`config.mk`:
```
export PLATFORM = sky130hd
export DESIGN_NAME = lfsr_decrypt_dp_flat
export DESIGN_NICKNAME = d
export VERILOG_FILES = /design/src/rtl/lfsr_decrypt_dp_if.sv /design/src/rtl/lfsr_decrypt_dp.sv /design/src/flat_wrapper.sv
export SDC_FILE = /design/constraint.sdc
export NUM_CORES = 1
export LEC_CHECK = 0
export ABC_AREA = 0
export CAP_MARGIN = 15
export CORE_MARGIN = 1
export CORE_UTILIZATION = 30
export DETAILED_ROUTE_END_ITERATION = 6
export PLACE_DENSITY_LB_ADDON = 0.25
export SYNTH_ARGS = -nofsm -noshare
export SYNTH_HDL_FRONTEND = slang
export SYNTH_SLANG_ARGS = --single-unit
```
`constraint.sdc`:
```
create_clock -name clk -period 2.8 [get_ports clk]
set_clock_uncertainty 0.15 [all_clocks]
set_input_delay 0.28 -clock clk [delete_from_list [all_inputs] [get_ports clk]]
set_output_delay 0.28 -clock clk [all_outputs]
set_load 0.02 [all_outputs]
```
`src/rtl/lfsr_decrypt_dp_if.sv`:
```
// Byte-stream interface of the LFSR decrypt datapath: encrypted input, plaintext
// output and the recovered-key / packet status signals.
interface lfsr_decrypt_dp_if #(
    parameter int unsigned W = 5
);
    logic [7:0]   in_byte;
    logic         in_valid;
    logic         in_ready;
    logic [7:0]   out_byte;
    logic         out_valid;
    logic         out_ready;
    logic [W-1:0] seed_found;
    logic [W-1:0] taps_found;
    logic         taps_valid;
    logic         pkt_done;
    logic         err;
    logic [5:0]   byte_cnt;

    modport master (
        output in_byte, in_valid, out_ready,
        input  in_ready, out_byte, out_valid, seed_found, taps_found,
               taps_valid, pkt_done, err, byte_cnt
    );

    modport slave (
        input  in_byte, in_valid, out_ready,
        output in_ready, out_byte, out_valid, seed_found, taps_found,
               taps_valid, pkt_done, err, byte_cnt
    );
endinterface

```
`src/rtl/lfsr_decrypt_dp.sv`:
```
// Receive side of the LFSR byte cipher: recovers seed and taps from the known
// preamble of each packet, then decrypts and forwards the message bytes.
module lfsr_decrypt_dp #(
    parameter int unsigned W        = 5,
    parameter int unsigned PKT_LEN  = 32,
    parameter logic [7:0]  PRE_CHAR = 8'h5F
) (
    input  logic             clk,
    input  logic             rst,
    lfsr_decrypt_dp_if.slave bus
);
    localparam int unsigned NT = 1 << W;
    localparam int unsigned CW = 6;

    typedef enum logic [1:0] {IDLE, PRE, MSG, ERR} state_t;

    state_t        state;
    logic [W-1:0]  s;
    logic [NT-1:1] mask;
    logic [W-1:0]  seed_q;
    logic [W-1:0]  taps_q;
    logic          taps_valid_q;
    logic          pkt_done_q;
    logic          err_q;
    logic [CW-1:0] cnt;
    logic [7:0]    out_byte_q;
    logic          out_valid_q;

    logic [W-1:0]  obs;
    logic [W-1:0]  lowest;
    logic [W-1:0]  tsel;
    logic [W-1:0]  s_dec;
    logic [NT-1:1] mask_pruned;
    logic [7:0]    dec;
    logic [CW-1:0] cnt_inc;
    logic          found;
    logic          hdr_ok;
    logic          ready;
    logic          accept;
    logic          last;

    function automatic logic [W-1:0] step(input logic [W-1:0] st, input logic [W-1:0] tp);
        return {st[W-2:0], ^(st & tp)};
    endfunction

    assign obs     = bus.in_byte[W-1:0] ^ PRE_CHAR[W-1:0];
    assign hdr_ok  = !bus.in_byte[7] && (bus.in_byte[6:5] == PRE_CHAR[6:5]);
    assign cnt_inc = cnt + CW'(1);
    assign last    = (cnt_inc == CW'(PKT_LEN));
    assign tsel    = (state == PRE) ? lowest : taps_q;
    assign s_dec   = step(s, tsel);

    // Prune every tap candidate in parallel; the descending scan leaves the lowest survivor.
    always_comb begin
        found       = 1'b0;
        lowest      = '0;
        mask_pruned = '0;
        for (int t = int'(NT) - 1; t >= 1; t--) begin
            mask_pruned[t] = mask[t] && (step(s, W'(t)) == obs);
            if (mask[t]) begin
                found  = 1'b1;
                lowest = W'(t);
            end
        end
    end

    always_comb begin
        dec          = bus.in_byte;
        dec[7]       = 1'b0;
        dec[W-1:0]   = bus.in_byte[W-1:0] ^ s_dec;
    end

    // Message bytes wait for room in the output register; an error that lands on the
    // final byte holds off input for the one cycle ERR needs to return to IDLE.
    always_comb begin
        ready = 1'b1;
        if (state == MSG || (state == PRE && bus.in_byte[7]))
            ready = !out_valid_q || bus.out_ready;
        if (state == ERR && cnt == CW'(PKT_LEN))
            ready = 1'b0;
    end

    assign accept = bus.in_valid && ready;

    always_ff @(posedge clk) begin
        if (rst) begin
            state        <= IDLE;
            s            <= '0;
            mask         <= '1;
            seed_q       <= '0;
            taps_q       <= '0;
            taps_valid_q <= 1'b0;
            pkt_done_q   <= 1'b0;
            err_q        <= 1'b0;
            cnt          <= '0;
            out_byte_q   <= '0;
            out_valid_q  <= 1'b0;
        end else begin
            pkt_done_q <= 1'b0;
            if (out_valid_q && bus.out_ready)
                out_valid_q <= 1'b0;

            case (state)
                IDLE: begin
                    cnt <= '0;
                    if (accept) begin
                        cnt          <= CW'(1);
                        mask         <= '1;
                        taps_valid_q <= 1'b0;
                        if (hdr_ok) begin
                            s      <= obs;
                            seed_q <= obs;
                            state  <= PRE;
                        end else begin
                            state <= ERR;
                            err_q <= 1'b1;
                        end
                    end
                end
                PRE: if (accept) begin
                    cnt <= cnt_inc;
                    if (!bus.in_byte[7]) begin
                        if (!hdr_ok) begin
                            state <= ERR;
                            err_q <= 1'b1;
                        end else begin
                            mask <= mask_pruned;
                            s    <= obs;
                            if (last)
                                state <= IDLE;
                        end
                    end else if (!found || cnt == CW'(1)) begin
                        state <= ERR;
                        err_q <= 1'b1;
                    end else begin
                        taps_q       <= lowest;
                        taps_valid_q <= 1'b1;
                        s            <= s_dec;
                        out_byte_q   <= dec;
                        out_valid_q  <= 1'b1;
                        state        <= last ? IDLE : MSG;
                        pkt_done_q   <= last;
                    end
                end
                MSG: if (accept) begin
                    cnt <= cnt_inc;
                    if (!bus.in_byte[7]) begin
                        state <= ERR;
                        err_q <= 1'b1;
                    end else begin
                        s           <= s_dec;
                        out_byte_q  <= dec;
                        out_valid_q <= 1'b1;
                        if (last) begin
                            state      <= IDLE;
                            pkt_done_q <= 1'b1;
                        end
                    end
                end
                ERR: begin
                    if (cnt == CW'(PKT_LEN)) begin
                        state <= IDLE;
                        err_q <= 1'b0;
                        cnt   <= '0;
                    end else if (accept) begin
                        cnt <= cnt_inc;
                        if (last) begin
                            state <= IDLE;
                            err_q <= 1'b0;
                        end
                    end
                end
                default: state <= IDLE;
            endcase
        end
    end

    assign bus.in_ready   = ready;
    assign bus.out_byte   = out_byte_q;
    assign bus.out_valid  = out_valid_q;
    assign bus.seed_found = seed_q;
    assign bus.taps_found = taps_q;
    assign bus.taps_valid = taps_valid_q;
    assign bus.pkt_done   = pkt_done_q;
    assign bus.err        = err_q;
    assign bus.byte_cnt   = cnt;
endmodule

```
`src/flat_wrapper.sv`:
```
// flat-port wrapper written by rule: the top's interface ports become plain ports
module lfsr_decrypt_dp_flat 
#(
    parameter int unsigned W        = 5,
    parameter int unsigned PKT_LEN  = 32,
    parameter logic [7:0]  PRE_CHAR = 8'h5F
)
  (clk, rst, bus_in_byte, bus_in_valid, bus_out_ready, bus_in_ready, bus_out_byte, bus_out_valid, bus_seed_found, bus_taps_found, bus_taps_valid, bus_pkt_done, bus_err, bus_byte_cnt);
  lfsr_decrypt_dp_if #(.W(W)) bus_i ();
  input  logic clk;
  input  logic rst;
  input wire logic [$bits(bus_i.in_byte)-1:0] bus_in_byte;
  input wire logic [$bits(bus_i.in_valid)-1:0] bus_in_valid;
  input wire logic [$bits(bus_i.out_ready)-1:0] bus_out_ready;
  output wire logic [$bits(bus_i.in_ready)-1:0] bus_in_ready;
  output wire logic [$bits(bus_i.out_byte)-1:0] bus_out_byte;
  output wire logic [$bits(bus_i.out_valid)-1:0] bus_out_valid;
  output wire logic [$bits(bus_i.seed_found)-1:0] bus_seed_found;
  output wire logic [$bits(bus_i.taps_found)-1:0] bus_taps_found;
  output wire logic [$bits(bus_i.taps_valid)-1:0] bus_taps_valid;
  output wire logic [$bits(bus_i.pkt_done)-1:0] bus_pkt_done;
  output wire logic [$bits(bus_i.err)-1:0] bus_err;
  output wire logic [$bits(bus_i.byte_cnt)-1:0] bus_byte_cnt;
  assign bus_i.in_byte = bus_in_byte;
  assign bus_i.in_valid = bus_in_valid;
  assign bus_i.out_ready = bus_out_ready;
  assign bus_in_ready = bus_i.in_ready;
  assign bus_out_byte = bus_i.out_byte;
  assign bus_out_valid = bus_i.out_valid;
  assign bus_seed_found = bus_i.seed_found;
  assign bus_taps_found = bus_i.taps_found;
  assign bus_taps_valid = bus_i.taps_valid;
  assign bus_pkt_done = bus_i.pkt_done;
  assign bus_err = bus_i.err;
  assign bus_byte_cnt = bus_i.byte_cnt;
  lfsr_decrypt_dp #(.W(W), .PKT_LEN(PKT_LEN), .PRE_CHAR(PRE_CHAR)) u_core (.clk(clk), .rst(rst), .bus(bus_i));
endmodule
```
==> metrics.md <==
| Metric | Value |
|---|---|
| Vias/cell | `4.993` |
| Initial antenna violation count | `0` |
| Clock group share of total power | `23.9%` |
| Synth unique cells | `56` |
| Die Y | `between 100 and 150 um` |
| MaxCap Viol Count | `0` |
| Design Power | `about 0.0054 W` |
| Primary FF master, synth | `dfxtp_1` |
| Seq/Total Area, Yosys | `34.38%` |
| Cell Area, Placed | `4508 sq um` |
| CTS Sinks | `65` |
| Most frequent cells in the layout | `74 x nor2_1, 65 x dfxtp_1, 64 x nand2_1` |
| CTS H-Tree Depth | `3` |
| Total CTS buffers | `9` |
| Initial core utilization | `31.12%` |
| Ports | `41` |
| Setup ws final | `approximately 200 ps` |
| Die W | `114.3 um` |
| Mapped Area | `3785 sq um` |
| Slew Limit Fails | `0` |
| Final period util | `around 93%` |
| Sequential group share of total power | `28.1%` |
| LEAKAGE | `1.822 nW` |
| Area Overhead vs Synth | `29.19%` |
| Row cnt | `40` |
| Final core utilization | `slightly above 40%` |
| Fmax | `384.6 MHz` |
| Internal power | `about 0.0032 W` |
| Switch share | `41.08%` |
| Commonest non-fill, non-tap cell in the layout | `nor2_1` |
| HPWL Detailed | `7.596 mm` |
| Final Cell Area | `4890 sq um` |
| DRT antenna net count | `0` |
| Antenna cells | `0` |
| Final setup fails | `0` |
| Run status | `complete, no violations` |
| Fin. Hold Viols | `0` |
| WL per Instance | `between 10 and 15 um` |
| P_sw | `approximately 0.0022 W` |
| Floorplan core area | `12160 sq um` |
| Starting DRT DRC Count | `around 140` |
| Clock transition at path regs | `approximately 60 ps` |
| Mapped Cells | `493` |
| Slew margin rel. | `51.59%` |
| Drt drc | `0` |
| Peak supply drop | `approximately 430 uV` |
| Pre-CTS setup slack | `121.4 ps` |
| Register-to-Register Setup Slack | `200 ps` |
| Skew-Pair Late Insertion Delay | `330 ps` |
| Gr usage total | `17.03%` |
| FFs w/ async S/R, synth | `0%` |
| Synthesized Nets | `between 500 and 600` |
| Critical path class | `register to register` |
| CTS tree | `built` |
| Max clock buf depth | `2` |
| Unrepaired setup endpoints after global routing | `false` |
| Gr ovfl total | `0` |
| Syn avg cell area | `7.677 sq um` |
| Worst Tran Pin Value | `roughly 720 ps` |
| Vias | `3590` |
| Share of layout cells above drive strength 1 | `10.89%` |
| Final setup TNS | `0 ps` |
| Required @ worst endpoint | `2900 ps` |
| Crit. End Element | `register` |
| Vias in the first global route | `3435` |
| Hold_buf cts | `0` |
| Area of the die | `between 10000 and 15000 sq um` |
| Crit path from | `u_core.mask[11]` |
| Drt pass-1 iters | `4` |
| NumNets Final | `567` |
| Worst Hold Class | `register to register` |
| Root Driver | `clkbuf_16` |
| EDFF count, synth | `0` |
| Largest net degree at the start of global routing | `32` |
| Gpl congestion | `0.8176` |
| CP Launch Type | `register` |
| Synth Register Bits | `65` |
| Final min period | `~2600 ps` |
| Critical path arrival | `2700 ps` |
| Ys Warns | `0` |
| Comb power frac | `47.9%` |
| Port bufs | `39` |
| Total Wirelength | `between 10 and 15 mm` |
| RR Startpoint | `u_core.mask[11]` |
| Worst Path Max Fanout | `6` |
| Fill count | `1237` |
| First-pass GRT wire length | `~17 mm` |
| Pwr/cell area | `1114 nW/um^2` |
| Worst hold start | `u_core.bus.out_byte[6]` |
-- path summary, 6_finish.rpt --
check        cells past startpoint                endpoint
max                              8  u_core.bus.out_byte[0]
min reg2reg                      2  u_core.bus.out_byte[6]
min                              2  u_core.bus.out_byte[6]
max reg2reg                      8  u_core.bus.out_byte[0]
-- what timing repair did --
action                                  CTS  global route
setup buffers                             0             2
endpoints found under the setup margin    0             2
gates resized for setup                   0             4
-- synthesized netlist by cell type, types with 2 or more instances --
cell type  instances  area [sq um]
ha_1               9         112.6
and3_1             2         12.51
dfxtp_1           65          1301
xor2_1            10         87.58
a21o_1             3         22.52
nor4_1             3         18.77
or3_1              2         12.51
nand4_1            4         25.02
xnor3_1            2         45.04
buf_2              2         10.01
nor3_1            12         60.06
nor4_4             4         85.08
a31oi_1            7         43.79
a21oi_1           22         110.1
nor4_2             2         25.02
o21bai_1           2         15.01
a211oi_1          12         90.09
nand2_1           64         240.2
xnor2_1           28         245.2
o31ai_1            2         15.01
o21ai_0           46         230.2
or2_1              2         12.51
nand2b_1           5         31.28
a221oi_1           5         43.79
nand3_1           11         55.05
nor2b_1           12         75.07
mux2i_1            8         80.08
o21ai_1            8         40.04
and2_1             3         18.77
clkbuf_1          22         82.58
nor2_1            74         277.8
inv_1             16         60.06
-- state kept, by name, summed over array words and instances, names as in the netlist --
register	count
u_core.bus.out_valid	1
u_core.bus.byte_cnt	6
u_core.bus.taps_valid	1
u_core.s	5
u_core.bus.pkt_done	1
u_core.bus.taps_found	5
u_core.mask	31
u_core.bus.seed_found	5
u_core.state	2
u_core.bus.out_byte	7
u_core.bus.err	1
-- cell type report --
class                           instances  area (sq um)  share of cell area [%]
Timing Repair Buffer                   68         620.6                   12.69
Inverter                               16         60.06                   1.228
Multi-Input combinational cell        386          2354                   48.13
Tap cell                              168         210.2                   4.299
Clock inverter                          7         118.9                   2.431
Clock buffer                            9         225.2                   4.606
Sequential cell                        65          1301                   26.61
-- per-layer routing --
metal  global-route usage, %  vias up  share of wire [%]
met5                       0        -                  0
met4                   7.792        0                1.9
met3                   3.388       18                5.1
met2                   27.23       90                 47
met1                   22.10     1678                 46
li1                        -     1804                  -
-- power by group through the flow --
stage | Clock, W | Combinational, W | Sequential [W]
floorplan | 0 | 0.00185 | 0.00150
global placement | 0 | 0.00257 | 0.00153
detailed placement | 0 | 0.00261 | 0.00154
CTS | 0.00133 | 0.00261 | 0.00152
global route | 0.00138 | 0.00291 | 0.00159
finish | 0.00130 | 0.00261 | 0.00153
-- cell families after synthesis --
family,count (synthesis),share of synthesized area [%]
and+or+nand+nor,205,26.18
adders and majority gates,9,2.975
buffers and inverters,42,4.331
muxes,8,2.116
AOI/OAI and AO/OA,122,19.50
xor gates and xnor gates,41,10.41
DFF,65,34.38
other,1,0.09908
-- through the flow --
stage	std cells	hold slack, ps
global placement	701	332.6
global route	719	366.0
floorplan	493	225.8
finish	719	347.2
detailed placement	701	335.5
CTS	717	350.8
-- worst max-delay path: stages, from the launching register on --
cell      delay (ps)
dfxtp_1          380
nor4_2           320
nand2_1          100
a31o_1           200
a31oi_1          260
a21oi_1          130
xnor3_2          410
xnor3_1          350
a211oi_1         220
No activity file was read; power rests on OpenSTA's default activity.
==> edit 1, RTL diff (same settings) <==
`W` is set to 5 in 3 places; all go to 6.
--- a/src/rtl/lfsr_decrypt_dp_if.sv
+++ b/src/rtl/lfsr_decrypt_dp_if.sv
@@ -3,3 +3,3 @@
 interface lfsr_decrypt_dp_if #(
-    parameter int unsigned W = 5
+    parameter int unsigned W = 6
 );
--- a/src/rtl/lfsr_decrypt_dp.sv
+++ b/src/rtl/lfsr_decrypt_dp.sv
@@ -3,3 +3,3 @@
 module lfsr_decrypt_dp #(
-    parameter int unsigned W        = 5,
+    parameter int unsigned W        = 6,
     parameter int unsigned PKT_LEN  = 32,
--- a/src/flat_wrapper.sv
+++ b/src/flat_wrapper.sv
@@ -3,3 +3,3 @@
 #(
-    parameter int unsigned W        = 5,
+    parameter int unsigned W        = 6,
     parameter int unsigned PKT_LEN  = 32,
Ports: changed (resized bus_seed_found and bus_taps_found); port bits go from 41 to 43. No check against the original RTL was run, so the function may have changed too.
==> edit 1 against the unedited design <==
- the flow now finishes with violations (setup timing)
- worst setup slack lost 0.21 ns
- area after synthesis grew 51%
- sequential cell count grew 35
- design area grew 58%
- clock power shrank 8%
- first-iteration DRC count grew 140%
- total power grew 50%
- wire length grew 69%
- critical path type unchanged
==> edit 1: results (changes against the unedited design) <==
----------------------------------------------------
[Power]
  Leakage component of the power ... 2.971 nW (was 1.822 nW)
  Maximum ir drop on the vdd rail ... 0.0004712 V (was 0.0004287 V)
  Net switching power ... 3.530 mW (was 2.238 mW)

[Placement]
  Number of port buffers ... 41 (was 39)
  Half-perimeter wire length after placement ... 12.59 mm (was 7.596 mm)
  Global placer's final weighted congestion ... 0.8175 (was 0.8176)

[Layout]
  Proportion of layout cells with a drive suffix above 1 ... 20.11% (was 10.89%)
  Layout Nets ... 911 (was 567)
  Number of flip-flops in the largest register ... 63 (was 31)

[Global routing]
  Pin count of the biggest net entering global routing ... 65 (was 32)
  Wire length of the first global-routing pass ... 27.82 mm (was 17.29 mm)
  Met2 global-route usage ... 29.26% (was 27.23%)
  Overall global routing resource usage ... 18.11% (was 17.03%)
  Vias in the first global route ... 5193 (was 3435)
  Met3 usage ... 3.556% (was 3.388%)

[Synth]
  Fraction of the mapped netlist area in adder cells ... 1.965% (was 2.975%)
  Netlist cell types ... 57 (was 56)
  Share of synthesized area occupied by flip-flops and latches ... 34.94% (was 34.38%)
  Top cell types by occurrence after synthesis ... 131 x nor2_1, 100 x dfxtp_1, 89 x nand2_1, 82 x o21ai_0, 54 x xnor2_1 (was 74 x nor2_1, 65 x dfxtp_1, 64 x nand2_1, 46 x o21ai_0, 28 x xnor2_1)
  XOR/XNOR Fraction of Synth Area ... 13.19% (was 10.41%)
  Synth top area cells ... dfxtp_1 35%, nor2_1 8.6%, xnor2_1 8.3% (was dfxtp_1 34%, nor2_1 7.3%, xnor2_1 6.5%)
  Compound-gate portion of the synthesized area ... 18.45% (was 19.50%)
  Number of standard cells after synthesis ... 759 (was 493)
  Share of cell area taken by muxes after synthesis ... 2.118% (was 2.116%)
  Nets in the synthesized netlist ... 780 (was 514)

[Timing]
  Final setup violation count ... 1 (was 0)
  Actual transition at the worst max-transition pin ... 0.9824 ns (was 0.7214 ns)
  Post-Route Setup TNS ... -0.01377 ns (was 0 ns)
  Post-route setup slack ... -0.01377 ns (was 0.2001 ns)

[Critical path]
  Startpoint of the most critical register-to-register path ... u_core.mask[21]$_SDFFE_PP1P_ (was u_core.mask[11]$_SDFFE_PP1P_)
  CP max FO ... 3 (was 6)
  Cell with the largest stage delay on the worst path ... or4_4 (was xnor3_2)
  Arrival time at the worst endpoint ... 2.94 ns (was 2.70 ns)
  Delay of the slowest cell on the worst path ... 0.57 ns (was 0.41 ns)

[Status]
  Failing checks ... setup timing
  Run status ... finished with violations (was finished clean)

[Drt]
  Routed WL per cell ... 15.37 um (was 14.32 um)
  Routed vias/inst ... 4.927 (was 4.993)
  DRT Pass-1 Iters ... 4 (unchanged)
  DRC marker count from the first detailed-route iteration ... 335 (was 142)

[Min path]
  Startpoint of the most critical hold path ... u_core.bus.taps_valid$_SDFFE_PP0P_ (was u_core.bus.out_byte[6]$_SDFFE_PP0P_)

----------------------------------------------------
-- edit 1: power by group through the flow --
stage | clock network (mW) | logic (mW) | registers, mW
6_report | 1.20 | 4.76 | 2.20
3_3_place_gp | 0 | 4.66 | 2.21
5_1_grt | 1.29 | 5.21 | 2.25
3_5_place_dp | 0 | 4.67 | 2.21
4_1_cts | 1.24 | 4.73 | 2.19
2_1_floorplan | 0 | 2.89 | 2.22
-- edit 1: final timing paths --
path / end / slack [ns] / cells past startpoint
max: u_core.s[0]$_SDFFE_PP0P_ / -0.01 / 10
min reg2reg: u_core.bus.taps_valid$_SDFFE_PP0P_ / 0.31 / 2
min: u_core.bus.taps_valid$_SDFFE_PP0P_ / 0.31 / 2
max reg2reg: u_core.s[0]$_SDFFE_PP0P_ / -0.01 / 10
-- edit 1: cells by family after synthesis --
| logic type | Yosys count |
|---|---|
| other cells | 1 |
| xor+xnor | 82 |
| flops | 100 |
| simple gates | 313 |
| mux | 12 |
| buf+inv | 64 |
| fa+ha+maj | 9 |
| compound gates | 178 |
-- edit 1: area by class of cell --
type                    count  area [sq um]  area share [%]
well taps                 234         292.8           3.790
flip-flops and latches    100          2002           25.92
clock buffers               9         225.2           2.915
multi-input cells         595          3677           47.60
inverters                  19         71.32          0.9232
repair buffers            165          1404           18.17
clock inverters             7         52.55          0.6803
-- edit 1: stage by stage --
stage | hold WS [ns] | setup slack (ns) | util [%]
global placement | 0.2998 | -0.1886 | 38.84
global route | 0.3408 | -0.1763 | 41.30
floorplan | 0.2258 | 0.003252 | -
CTS | 0.3233 | 0.003958 | 40.90
finish | 0.3150 | -0.01377 | 41.30
detailed placement | 0.3131 | -0.1898 | 38.84
-- edit 1: critical path: cells and delay by family, from the launching register on --
family / cells / cell delay, ns
and+or+nand+nor: 5 / 1.17
xor gates and xnor gates: 3 / 0.66
AOI/OAI and AO/OA: 2 / 0.43
DFF: 1 / 0.32
-- edit 1: per-layer routing --
layer  vias to the layer above  part of all wire (%)  wire [um]
li1                       2869                     -          -
met1                      2597                    49       8587
met2                        83                    46       7999
met4                         0                   1.1        196
met5                         -                     0          0
met3                        14                   3.3        574
-- edit 1: repair_timing --
item | CTS | global route
cloned | 0 | 0
buffers inserted | 3 | 0
setup endpoints to repair | 7 | 21
pin swaps | 14 | 3
gates resized for setup | 18 | 16
==> edit 2, RTL diff (config.mk and constraints unchanged) <==
Without the edit above. Compare `cnt` against `CW'(PKT_LEN)` with >= in place of ==.
--- a/src/rtl/lfsr_decrypt_dp.sv
+++ b/src/rtl/lfsr_decrypt_dp.sv
@@ -160,3 +160,3 @@
                 ERR: begin
-                    if (cnt == CW'(PKT_LEN)) begin
+                    if (cnt >= CW'(PKT_LEN)) begin
                         state <= IDLE;
Behaviour: same outputs for any inputs over 4 cycles, from zero or initial values and one cycle with rst high; that may be too few to reach the edited logic, so the function may still have changed.
==> edit 2 against the unedited design <==
- sequential cell count stayed put
- fmax decreased by 5.8%
- design area grew 4.1%
- final cell count increased by 2.8%
- non-clock buffer count grew 20
- largest power group unchanged
- worst setup slack lost 0.16 ns
- area after synthesis is 1.0% higher
- via count rose by 3.9%
- wire length grew 5.1%
- total power shrank 16%
- largest cell class unchanged
==> edit 2: results (changes against the unedited design) <==
----------------------------------------------------
[Critical path]
  Buffer and inverter count on the worst path ... 1 (was 0)
  Register-to-register path setup slack ... 0.04 ns (was 0.20 ns)
  Arrival time at the worst endpoint ... 2.83 ns (was 2.70 ns)
  Delay of the slowest cell on the worst path ... 0.46 ns (was 0.41 ns)
  Crit path max-delay family ... XOR/XNOR gates (was compound AO/OA/AOI/OAI gates)
  CP max FO ... 4 (was 6)

[Synth]
  Netlist cell types ... 59 (was 56)
  Top cell types by occurrence after synthesis ... 75 x nor2_1, 65 x dfxtp_1, 58 x nand2_1, 47 x o21ai_0, 26 x xor2_1 (was 74 x nor2_1, 65 x dfxtp_1, 64 x nand2_1, 46 x o21ai_0, 28 x xnor2_1)
  Synth top area cells ... dfxtp_1 34%, nor2_1 7.4%, o21ai_0 6.2% (was dfxtp_1 34%, nor2_1 7.3%, xnor2_1 6.5%)
  Share of synthesized area occupied by flip-flops and latches ... 34.03% (was 34.38%)
  Number of standard cells after synthesis ... 496 (was 493)
  Number of synthesized flops with an enable pin ... 0 (unchanged)

[Placement]
  Placed cell count ... 723 (was 701)
  Placement-stage cell area ... 4684 sq um (was 4508 sq um)
  Half-perimeter wire length after placement ... 7.904 mm (was 7.596 mm)
  Worst slack at placement ... -0.1281 ns (was 0.1214 ns)
  Global placer's final weighted congestion ... 0.8401 (was 0.8176)

[Timing]
  Max Fclk ... 0.3622 GHz (was 0.3846 GHz)
  Worst hold slack across all endpoints ... 0.3338 ns (was 0.3472 ns)
  Actual transition at the worst max-transition pin ... 0.6677 ns (was 0.7214 ns)

[Global routing]
  Antenna violations before repair ... 0 (unchanged)
  Wire length of the first global-routing pass ... 17.91 mm (was 17.29 mm)

[Power]
  Leakage component of the power ... 1.924 nW (was 1.822 nW)

[Drt]
  DRC marker count from the first detailed-route iteration ... 199 (was 142)
  Routed vias/inst ... 5.046 (was 4.993)
  Via count ... 3729 (was 3590)
  Routed WL per cell ... 14.65 um (was 14.32 um)

[Layout]
  Layout Nets ... 588 (was 567)
  Fill cell count ... 1250 (was 1237)
  Proportion of layout cells with a drive suffix above 1 ... 16.64% (was 10.89%)

[Min path]
  Class of the tightest hold or removal check ... reg -> reg (unchanged)

[Status]
  Run status ... finished clean (unchanged)

[Clock network]
  Post_cts resized ... 9 (was 0)

----------------------------------------------------
-- edit 2: cell types whose count changed after synthesis, sizes merged, moves of 4 or more --
cell / before / now
xnor2: 29 / 19
or4: 0 / 6
a211oi: 12 / 7
nand2: 64 / 58
nand3: 11 / 7
xor2: 10 / 26
o21ai: 55 / 49
-- edit 2: final timing paths --
path                                                          from                             endpoint  cells after the start
worst max-delay path                  u_core.mask[18]$_SDFFE_PP1P_  u_core.bus.out_byte[0]$_SDFFE_PP0P_                      9
worst min-delay path            u_core.bus.taps_valid$_SDFFE_PP0P_   u_core.bus.taps_valid$_SDFFE_PP0P_                      2
worst max register to register        u_core.mask[18]$_SDFFE_PP1P_  u_core.bus.out_byte[0]$_SDFFE_PP0P_                      9
worst min register to register  u_core.bus.taps_valid$_SDFFE_PP0P_   u_core.bus.taps_valid$_SDFFE_PP0P_                      2
-- edit 2: per-stage QoR --
step | utilization [%] | setup TNS, ns
detailed placement | 38.36 | -0.2167
global route | 41.67 | -0.1094
CTS | 41.13 | 0
finish | 41.67 | 0
global placement | 38.36 | -0.05075
floorplan | - | 0
-- edit 2: logic make-up (layout without fill, tap and decap cells) --
| family | count (synthesis) | after routing | synth area share (%) |
|---|---|---|---|
| AND/OR/NAND/NOR | 202 | 202 | 24.38 |
| AO/OA/AOI/OAI | 120 | 120 | 19.27 |
| flip-flops | 65 | 65 | 34.03 |
| XOR/XNOR | 47 | 47 | 11.52 |
| buffers and inverters | 42 | 117 | 5.105 |
| multiplexers | 10 | 10 | 2.651 |
| adder cells (fa/ha/maj) | 9 | 9 | 2.945 |
| other | 1 | 1 | 0.09807 |
-- edit 2: where the power goes --
group | switching [mW] | internal, mW | leakage [nW] | total [mW]
registers | 0.251 | 1.18 | 0.530 | 1.43
clock network | 0.403 | 0.729 | 0.148 | 1.13
logic | 1.13 | 0.894 | 1.25 | 2.02
total | 1.78 | 2.80 | 1.92 | 4.58
-- edit 2: final cells by class --
| class | instances | area share, % |
|---|---|---|
| clock inverter | 3 | 0.7868 |
| inverter | 14 | 1.033 |
| tap | 168 | 4.131 |
| multi-input combinational | 389 | 47.85 |
| sequential | 65 | 25.77 |
| timing repair buffer | 88 | 15.39 |
| clock buffer | 12 | 5.041 |
-- edit 2: per-layer routing --
layer / GRT usage [%] / up-vias / routed length (um)
li1: - / 1868 / -
met1: 21.60 / 1767 / 5003
met2: 28.76 / 75 / 5234
met3: 2.741 / 19 / 330
met4: 8.312 / 0 / 256
met5: 0 / - / 0
-- edit 2: worst register-to-register path: cells and delay by family, from the launching register on --
kind / cells / cell delay (ns)
buf+inv: 1 / 0.15
simple gates: 2 / 0.49
xor+xnor: 2 / 0.81
mux: 1 / 0.15
flops: 1 / 0.31
compound gates: 3 / 0.60
